### config.mk
export PLATFORM = sky130hd
export DESIGN_NAME = matvec_result_collector
export DESIGN_NICKNAME = d
export VERILOG_FILES = /design/src/rtl/matvec_result_collector.sv
export SDC_FILE = /design/constraint.sdc
export NUM_CORES = 1
export LEC_CHECK = 0
export ABC_CLOCK_PERIOD_IN_PS = 5000
export BUFFER_PORTS_ARGS = -buffer_cell sky130_fd_sc_hd__buf_2
export CAP_MARGIN = 20
export CORE_ASPECT_RATIO = 0.8
export CORE_MARGIN = 2
export CORE_UTILIZATION = 50
export DETAILED_ROUTE_END_ITERATION = 7
export HOLD_SLACK_MARGIN = 0.15
export PLACE_DENSITY_LB_ADDON = 0.1
export SLEW_MARGIN = 10
export SYNTH_ARGS = -nofsm -noshare
export SYNTH_HDL_FRONTEND = slang
export SYNTH_SLANG_ARGS = --single-unit
export TNS_END_PERCENT = 20
### constraint.sdc
create_clock -name clk -period 5 [get_ports clk]
set_input_delay 1 -clock clk [delete_from_list [all_inputs] [get_ports clk]]
set_output_delay 1 -clock clk [all_outputs]
set_load 0.02 [all_outputs]
### src/rtl/matvec_result_collector.sv
// Collects matvec_multiplier accumulators, requantizes each to DATA_WIDTH fixed point
// and packs BANDWIDTH lanes per word onto a valid/ready output for write-back.
module matvec_result_collector #(
  parameter int MAX_ROWS   = 64,
  parameter int DATA_WIDTH = 16,
  parameter int BANDWIDTH  = 16,
  parameter int FRAC_BITS  = 12
) (
  input  logic                              clk,
  input  logic                              rst_n,
  input  logic                              start,
  input  logic [$clog2(MAX_ROWS):0]         num_rows,
  input  logic signed [2*DATA_WIDTH-1:0]    result_in,
  input  logic                              result_valid,
  output logic [DATA_WIDTH*BANDWIDTH-1:0]   out_data,
  output logic                              out_valid,
  input  logic                              out_ready,
  output logic [$clog2(BANDWIDTH):0]        out_count,
  output logic                              out_last,
  output logic                              busy,
  output logic                              done,
  output logic                              overflow_err
);

  localparam int DW  = DATA_WIDTH;
  localparam int BW  = BANDWIDTH;
  localparam int NRW = $clog2(MAX_ROWS) + 1;
  localparam int LW  = $clog2(BANDWIDTH);
  localparam int CW  = LW + 1;
  localparam int SW  = 2 * DATA_WIDTH + 1;

  localparam logic [LW-1:0]    LANE_LAST = LW'(BANDWIDTH - 1);
  localparam logic [LW-1:0]    LANE_ONE  = LW'(1);
  localparam logic [CW-1:0]    CNT_ONE   = CW'(1);
  localparam logic [NRW-1:0]   ROW_ONE   = NRW'(1);
  localparam logic [NRW-1:0]   ROW_ZERO  = NRW'(0);
  localparam logic [SW-1:0]    RND_C     = SW'(1) << (FRAC_BITS - 1);
  localparam logic signed [SW-1:0] SAT_MAX = $signed({{(DW + 2){1'b0}}, {(DW - 1){1'b1}}});
  localparam logic signed [SW-1:0] SAT_MIN = $signed({{(DW + 2){1'b1}}, {(DW - 1){1'b0}}});

  typedef enum logic [1:0] {
    ST_IDLE    = 2'd0,
    ST_COLLECT = 2'd1,
    ST_DRAIN   = 2'd2
  } state_t;

  // Round half up at one extra bit of headroom, then clamp to the DW-bit signed range.
  function automatic logic [DW-1:0] requant(input logic signed [2*DW-1:0] acc);
    logic signed [SW-1:0] sum;
    logic signed [SW-1:0] shr;
    logic [DW-1:0]        res;
    sum = $signed({acc[2*DW-1], acc}) + $signed(RND_C);
    shr = sum >>> FRAC_BITS;
    if (shr > SAT_MAX) begin
      res = SAT_MAX[DW-1:0];
    end else if (shr < SAT_MIN) begin
      res = SAT_MIN[DW-1:0];
    end else begin
      res = shr[DW-1:0];
    end
    return res;
  endfunction

  state_t                 state_q, state_d;
  logic [NRW-1:0]         num_rows_q, num_rows_d;
  logic [NRW-1:0]         rows_q, rows_d;
  logic [LW-1:0]          lane_q, lane_d;
  logic [DW*BW-1:0]       pack_q, pack_d;
  logic                   pend_q, pend_d;
  logic [CW-1:0]          pend_count_q, pend_count_d;
  logic                   pend_last_q, pend_last_d;
  logic                   final_drop_q, final_drop_d;
  logic [DW*BW-1:0]       out_data_q, out_data_d;
  logic                   out_valid_q, out_valid_d;
  logic [CW-1:0]          out_count_q, out_count_d;
  logic                   out_last_q, out_last_d;
  logic                   busy_q, busy_d;
  logic                   done_q, done_d;
  logic                   overflow_q, overflow_d;
  logic                   accept_s;
  logic                   last_row_s;
  logic                   out_hs_s;

  // State and datapath registers.
  always_ff @(posedge clk or negedge rst_n) begin
    if (!rst_n) begin
      state_q      <= ST_IDLE;
      num_rows_q   <= '0;
      rows_q       <= '0;
      lane_q       <= '0;
      pack_q       <= '0;
      pend_q       <= 1'b0;
      pend_count_q <= '0;
      pend_last_q  <= 1'b0;
      final_drop_q <= 1'b0;
      out_data_q   <= '0;
      out_valid_q  <= 1'b0;
      out_count_q  <= '0;
      out_last_q   <= 1'b0;
      busy_q       <= 1'b0;
      done_q       <= 1'b0;
      overflow_q   <= 1'b0;
    end else begin
      state_q      <= state_d;
      num_rows_q   <= num_rows_d;
      rows_q       <= rows_d;
      lane_q       <= lane_d;
      pack_q       <= pack_d;
      pend_q       <= pend_d;
      pend_count_q <= pend_count_d;
      pend_last_q  <= pend_last_d;
      final_drop_q <= final_drop_d;
      out_data_q   <= out_data_d;
      out_valid_q  <= out_valid_d;
      out_count_q  <= out_count_d;
      out_last_q   <= out_last_d;
      busy_q       <= busy_d;
      done_q       <= done_d;
      overflow_q   <= overflow_d;
    end
  end

  // Next-state: chunk hand-off to the output register, lane packing and FSM control.
  always_comb begin
    state_d      = state_q;
    num_rows_d   = num_rows_q;
    rows_d       = rows_q;
    lane_d       = lane_q;
    pack_d       = pack_q;
    pend_d       = pend_q;
    pend_count_d = pend_count_q;
    pend_last_d  = pend_last_q;
    final_drop_d = final_drop_q;
    out_data_d   = out_data_q;
    out_valid_d  = out_valid_q;
    out_count_d  = out_count_q;
    out_last_d   = out_last_q;
    busy_d       = busy_q;
    done_d       = 1'b0;
    overflow_d   = overflow_q;

    out_hs_s   = out_valid_q && out_ready;
    accept_s   = (state_q == ST_COLLECT) && result_valid && (rows_q < num_rows_q);
    last_row_s = (rows_q == (num_rows_q - ROW_ONE));

    if (out_hs_s) begin
      out_valid_d = 1'b0;
    end else begin
      out_valid_d = out_valid_q;
    end

    // A chunk completed last edge: move it out, or drop it if the held word is unaccepted.
    if (pend_q) begin
      pend_d = 1'b0;
      pack_d = '0;
      if (!out_valid_q || out_ready) begin
        out_data_d  = pack_q;
        out_count_d = pend_count_q;
        out_last_d  = pend_last_q;
        out_valid_d = 1'b1;
      end else begin
        overflow_d   = 1'b1;
        final_drop_d = pend_last_q;
      end
      if (pend_last_q) begin
        state_d = ST_DRAIN;
      end else begin
        state_d = state_q;
      end
    end else begin
      pend_d = 1'b0;
    end

    if (accept_s) begin
      pack_d[lane_q*DW +: DW] = requant(result_in);
      rows_d = rows_q + ROW_ONE;
      if ((lane_q == LANE_LAST) || last_row_s) begin
        pend_d       = 1'b1;
        pend_count_d = CW'(lane_q) + CNT_ONE;
        pend_last_d  = last_row_s;
        lane_d       = '0;
      end else begin
        lane_d = lane_q + LANE_ONE;
      end
    end else begin
      rows_d = rows_q;
    end

    case (state_q)
      ST_IDLE: begin
        if (start) begin
          num_rows_d   = num_rows;
          rows_d       = '0;
          lane_d       = '0;
          pack_d       = '0;
          pend_d       = 1'b0;
          final_drop_d = 1'b0;
          overflow_d   = 1'b0;
          if (num_rows == ROW_ZERO) begin
            done_d = 1'b1;
          end else begin
            busy_d  = 1'b1;
            state_d = ST_COLLECT;
          end
        end else begin
          busy_d = 1'b0;
        end
      end
      ST_COLLECT: begin
        busy_d = 1'b1;
      end
      ST_DRAIN: begin
        if (final_drop_q || (out_hs_s && out_last_q)) begin
          done_d       = 1'b1;
          busy_d       = 1'b0;
          final_drop_d = 1'b0;
          state_d      = ST_IDLE;
        end else begin
          busy_d = 1'b1;
        end
      end
      default: begin
        state_d = ST_IDLE;
        busy_d  = 1'b0;
      end
    endcase
  end

  assign out_data     = out_data_q;
  assign out_valid    = out_valid_q;
  assign out_count    = out_count_q;
  assign out_last     = out_last_q;
  assign busy         = busy_q;
  assign done         = done_q;
  assign overflow_err = overflow_q;

endmodule

* Yosys cells after proc, flatten, opt, wreduce, memory -nomap -nowiden
Index checks and enable logic that the tools add are counted. Widths: inputs -> output; s select.
Word-level totals: output and inout bits 266, word-level logic and storage cells 90, bits of input ports 44, flip-flop bits (word level) 550
Operators by class: $lt $le $gt $ge 3, add/subtract/negate cells 6, shift operators 2, reductions and logical operators 13, mux-type cells 45, eq/ne operators 5
Operators with widths (number):
- $mux 256 | 4
- $bwmux 256 | 1
- $shift 16x34->256 const A | 1
- $shiftx 16x34->256 | 1
- $mux 16 | 3
- $neg 8->34 | 1
- $add 32x13->33 const B | 1
- $gt 21x16->1 const B | 1
- $lt 21x16->1 const B | 1
- $mux 1 | 21
- $mux 7 | 3
- $mux 4 | 4
- $mux 2 | 5
- $add 7x1->7 const B | 1
- $eq 7x7->1 | 1
- $logic_not 7->1 | 1
- $lt 7x7->1 | 1
- $sub 7x1->7 const B | 1
- $pmux 2 s3 | 1
- $reduce_and 2->1 | 3
- $add 4x1->5 const B | 1
- $add 4x1->4 const B | 1
- $eq 4x4->1 const B | 1
- $logic_and 1x1->1 | 4
- 8 further kinds | 11

* Longest topological paths before layout
word-level depth 10, gate-level depth with buffers 11, depth with buffers taken out 9

* Worst setup path after synthesis
OpenSTA, ideal clock, no wires.
path type input to register, start point input port result_in[18], end point register pack_q[139], data required time 4.904 ns, data arrival time 2.951 ns, stages on the path 10, slack 1.954 ns, library setup time 0.096 ns, path through buf_2 > nand3_1 > or4_4 > nor2_1 > nor3_1 > o31a_1 > buf_2 > buf_6 > buf_6 > o31ai_1
Between the ends: longest elaborated chain between the ends 10
Ends and longest elaborated chain:
- start: declaration | line 13 | input logic signed [2*DATA_WIDTH-1:0] result_in,
- $add 32x13->33 * | line 52 | sum = $signed({acc[2*DW-1], acc}) + $signed(RND_C);
- $lt 21x16->1 | line 56 | end else if (shr < SAT_MIN) begin
- $mux 16 | line 56
- $mux 16 * | line 54 | if (shr > SAT_MAX) begin
- $mux 16 * | line 174 | if (accept_s) begin
- $shiftx 16x34->256 * | line 175 | pack_d[lane_q*DW +: DW] = requant(result_in);
- $bwmux 256 * | line 175
- $mux 256 * | line 174
- $mux 256 | line 191 | if (start) begin
- $mux 256 * | line 189 | case (state_q)
- named net pack_d[139] | line 68 | logic [DW*BW-1:0] pack_q, pack_d;
- end signal: assignment | line 108 | pack_q <= pack_d;
- end: declaration | line 68
The timed path passes the listed nets; every way through them passes the cells marked *. The select of a mux whose other input is x is not followed. A chain may end at the register's enable or synchronous reset.

* Final worst setup path
start point input port result_in[19], end point register pack_q[129]
Same word-level chain as after synthesis.

==> run metrics <==
FF-to-FF path depth 8; n_diodes 0; Clock Skew roughly 0.014 ns; Cells after DPL about 2.6k; Max Root-Sink Buffers 3; cts repair resizes 0; maximum vdd drop around 230 uV; clk slew on worst S/H paths ~0.060 ns; setup TNS 0 ns; Final Wtd Congestion around 0.85; Ports 310; Skew-Pair Late Insertion Delay 0.59 ns; Synth-to-Final Area Change 16.8%; Hold Vio Cnt, Final 0; antenna viol nets, final 0; core area 45500 um^2; Seq cells post-synth 550; Tot GR Track Use 0.257; largest family of logic cells by synthesized area multiplexers; number of enable flip-flop cells after synthesis 0; complex-gate fraction of the synthesized area 0.108; max-cap violation count 0; 1st-iter DRT viols 1268; crit path kind in -> reg; final net count 2129; WL/cell 22.5 um; vias after detailed routing roughly 16k; final worst path period share 0.708; routed vias/inst roughly 5.9; Hold WC Path Type in -> async; Final Instance Area roughly 27000 um^2; worst r2r src lane_q[0]$_DFF_PN0_; initial core utilization 0.505; H-tree depth 2; Max Slew Vio Count 0; Leakage around 14 nW; PD cells around 330 nW/um^2; run status complete, no violations; CTS tree done; Residual DRC 0; die area between 40000 and 50000 um^2; R2R setup slack 2.03 ns; Crit. End Element register; synth warn 0; # Post-CTS Setup Buffers 0; DP Area 25100 um^2; CP Max Fanout 11; GRT overflow 0; die width approximately 240 um; clock root buffer master clkbuf_16; initial antenna violation count 0; asr flop ratio synth 1.00; RSZ-0062 raised after global routing no; total clock sinks 550; row count 70; # port buffers just under 300; Post-Synth XOR/XNOR Area 0.0105; share of cells above drive strength 1 0.344; detailed placement HPWL around 38 mm; min Tclk post-route between 3 and 4 ns; number of global-route vias before repair approximately 16k; final WL a little over 60 mm; sequential share of the synthesized area 0.598; r2r endpoint pack_q[152]$_DFF_PN0_; Max-slew headroom 0.247; final setup violation count 0; CTS Hold Buffers Added 0; post-synth net total 1901; largest net degree at the start of global routing 146; CTS buffer count between 50 and 60; cell area after synthesis around 23000 um^2; adder-cell share of the synthesized area 0.00707; Post-Synthesis Cells 1844; slew of the pin with the lowest slew margin roughly 1.1 ns; average cell area after synthesis roughly 12 um^2; first-pass GRT wire length 95.1 mm; fmax 282 MHz; required time of the worst setup path about 5.4 ns; DR pass1 iterations 5; predominant post-synthesis flop cell dfrtp_1; CP Launch Type input port; worst path arrival time ~4 ns; Non-Filler Instances between 2k and 3k; die height just under 200 um; Distinct cells, synth 60; post-synthesis mux area share 0.133; Post-Synth Simple-Gate Area 0.104
## final cells by class
cell class / count / area (um^2)
clock buffers: 79 / 1600
well taps: 612 / 766
clock inverters: 10 / 135
inverters: 17 / 63.8
multi-input cells: 1106 / 8520
repair buffers: 343 / 2020
flip-flops and latches: 550 / 13800
fillers: 3808 / 18700
## power breakdown
part | internal (W) | switching (W)
Combinational | 0.0000666 | 0.000278
Clock | 0.00235 | 0.00168
Sequential | 0.00445 | 0.00000549
## worst max-delay path by stage
stage / startpoint / to / slack, ns
floorplan: result_in[18] / pack_q[139]$_DFF_PN0_ / 1.95
global placement: result_in[19] / pack_q[129]$_DFF_PN0_ / 0.92
detailed placement: result_in[21] / pack_q[113]$_DFF_PN0_ / 0.85
CTS: result_in[21] / pack_q[209]$_DFF_PN0_ / 1.48
global route: result_in[19] / pack_q[65]$_DFF_PN0_ / 1.21
finish: result_in[19] / pack_q[129]$_DFF_PN0_ / 1.46
## layout by cell type, fill, tap and decap left out, types with 26 or more instances in the layout
cell type and instances:
nor2_1 34, nand2_1 44, nand3_1 268, buf_4 29, nand4_1 26, o31ai_1 237, buf_2 297, clkbuf_16 55
mux2_2 267, dfrtp_1 550
## kinds of logic after synthesis
logic type	count (synthesis)
compound gates	336
xor+xnor	26
fa+ha+maj	13
buf+inv	188
flops	550
mux	273
simple gates	458
## critical path, cell delays in order
cell and delay [ns]:
buf_2 0.14, nand4_1 0.21, nor4_4 0.11, a31oi_1 0.77, o21ai_1 0.54, o31ai_4 0.74
buf_4 0.35, o31ai_1 0.11
## synthesized netlist by cell type, types with 17 or more instances
| master | instances | area (um^2) |
|---|---|---|
| dfrtp_1 | 550 | 13800 |
| nand3_1 | 268 | 1340 |
| mux2_2 | 267 | 3010 |
| o31ai_1 | 237 | 1780 |
| clkbuf_1 | 127 | 477 |
| nand2_1 | 45 | 169 |
| nor2_1 | 35 | 131 |
| nand4_1 | 26 | 163 |
| buf_6 | 22 | 248 |
| o21ai_0 | 21 | 105 |
| buf_2 | 20 | 100 |
| a21oi_1 | 18 | 90.1 |
| inv_1 | 17 | 63.8 |
## routing by layer
layer	vias to the layer above	track usage	part of all wire
li1	7285	-	-
met1	8221	0.374	0.46
met2	384	0.392	0.46
met3	79	0.0575	0.061
met4	0	0.0668	0.022
met5	-	0	0
## flip-flops by register name, summed over array words and instances (netlist names), 2 cells and up
signal and count:
lane_q 4, num_rows_q 7, out_count 5, out_data 256
pack_q 256, pend_count_q 5, rows_q 7, state_q 2
## per-stage QoR
step / total power (W) / setup slack [ns] / utilization / hold slack, ns
finish: 0.00883 / 1.46 / 0.590 / 0.462
global route: 0.00913 / 1.21 / 0.590 / 0.509
CTS: 0.00892 / 1.48 / 0.589 / 0.467
detailed placement: 0.00489 / 0.846 / 0.551 / 0.484
global placement: 0.00489 / 0.925 / 0.551 / 0.473
floorplan: 0.00468 / 1.95 / - / 0.465
Power figures use the tool's default switching activity.
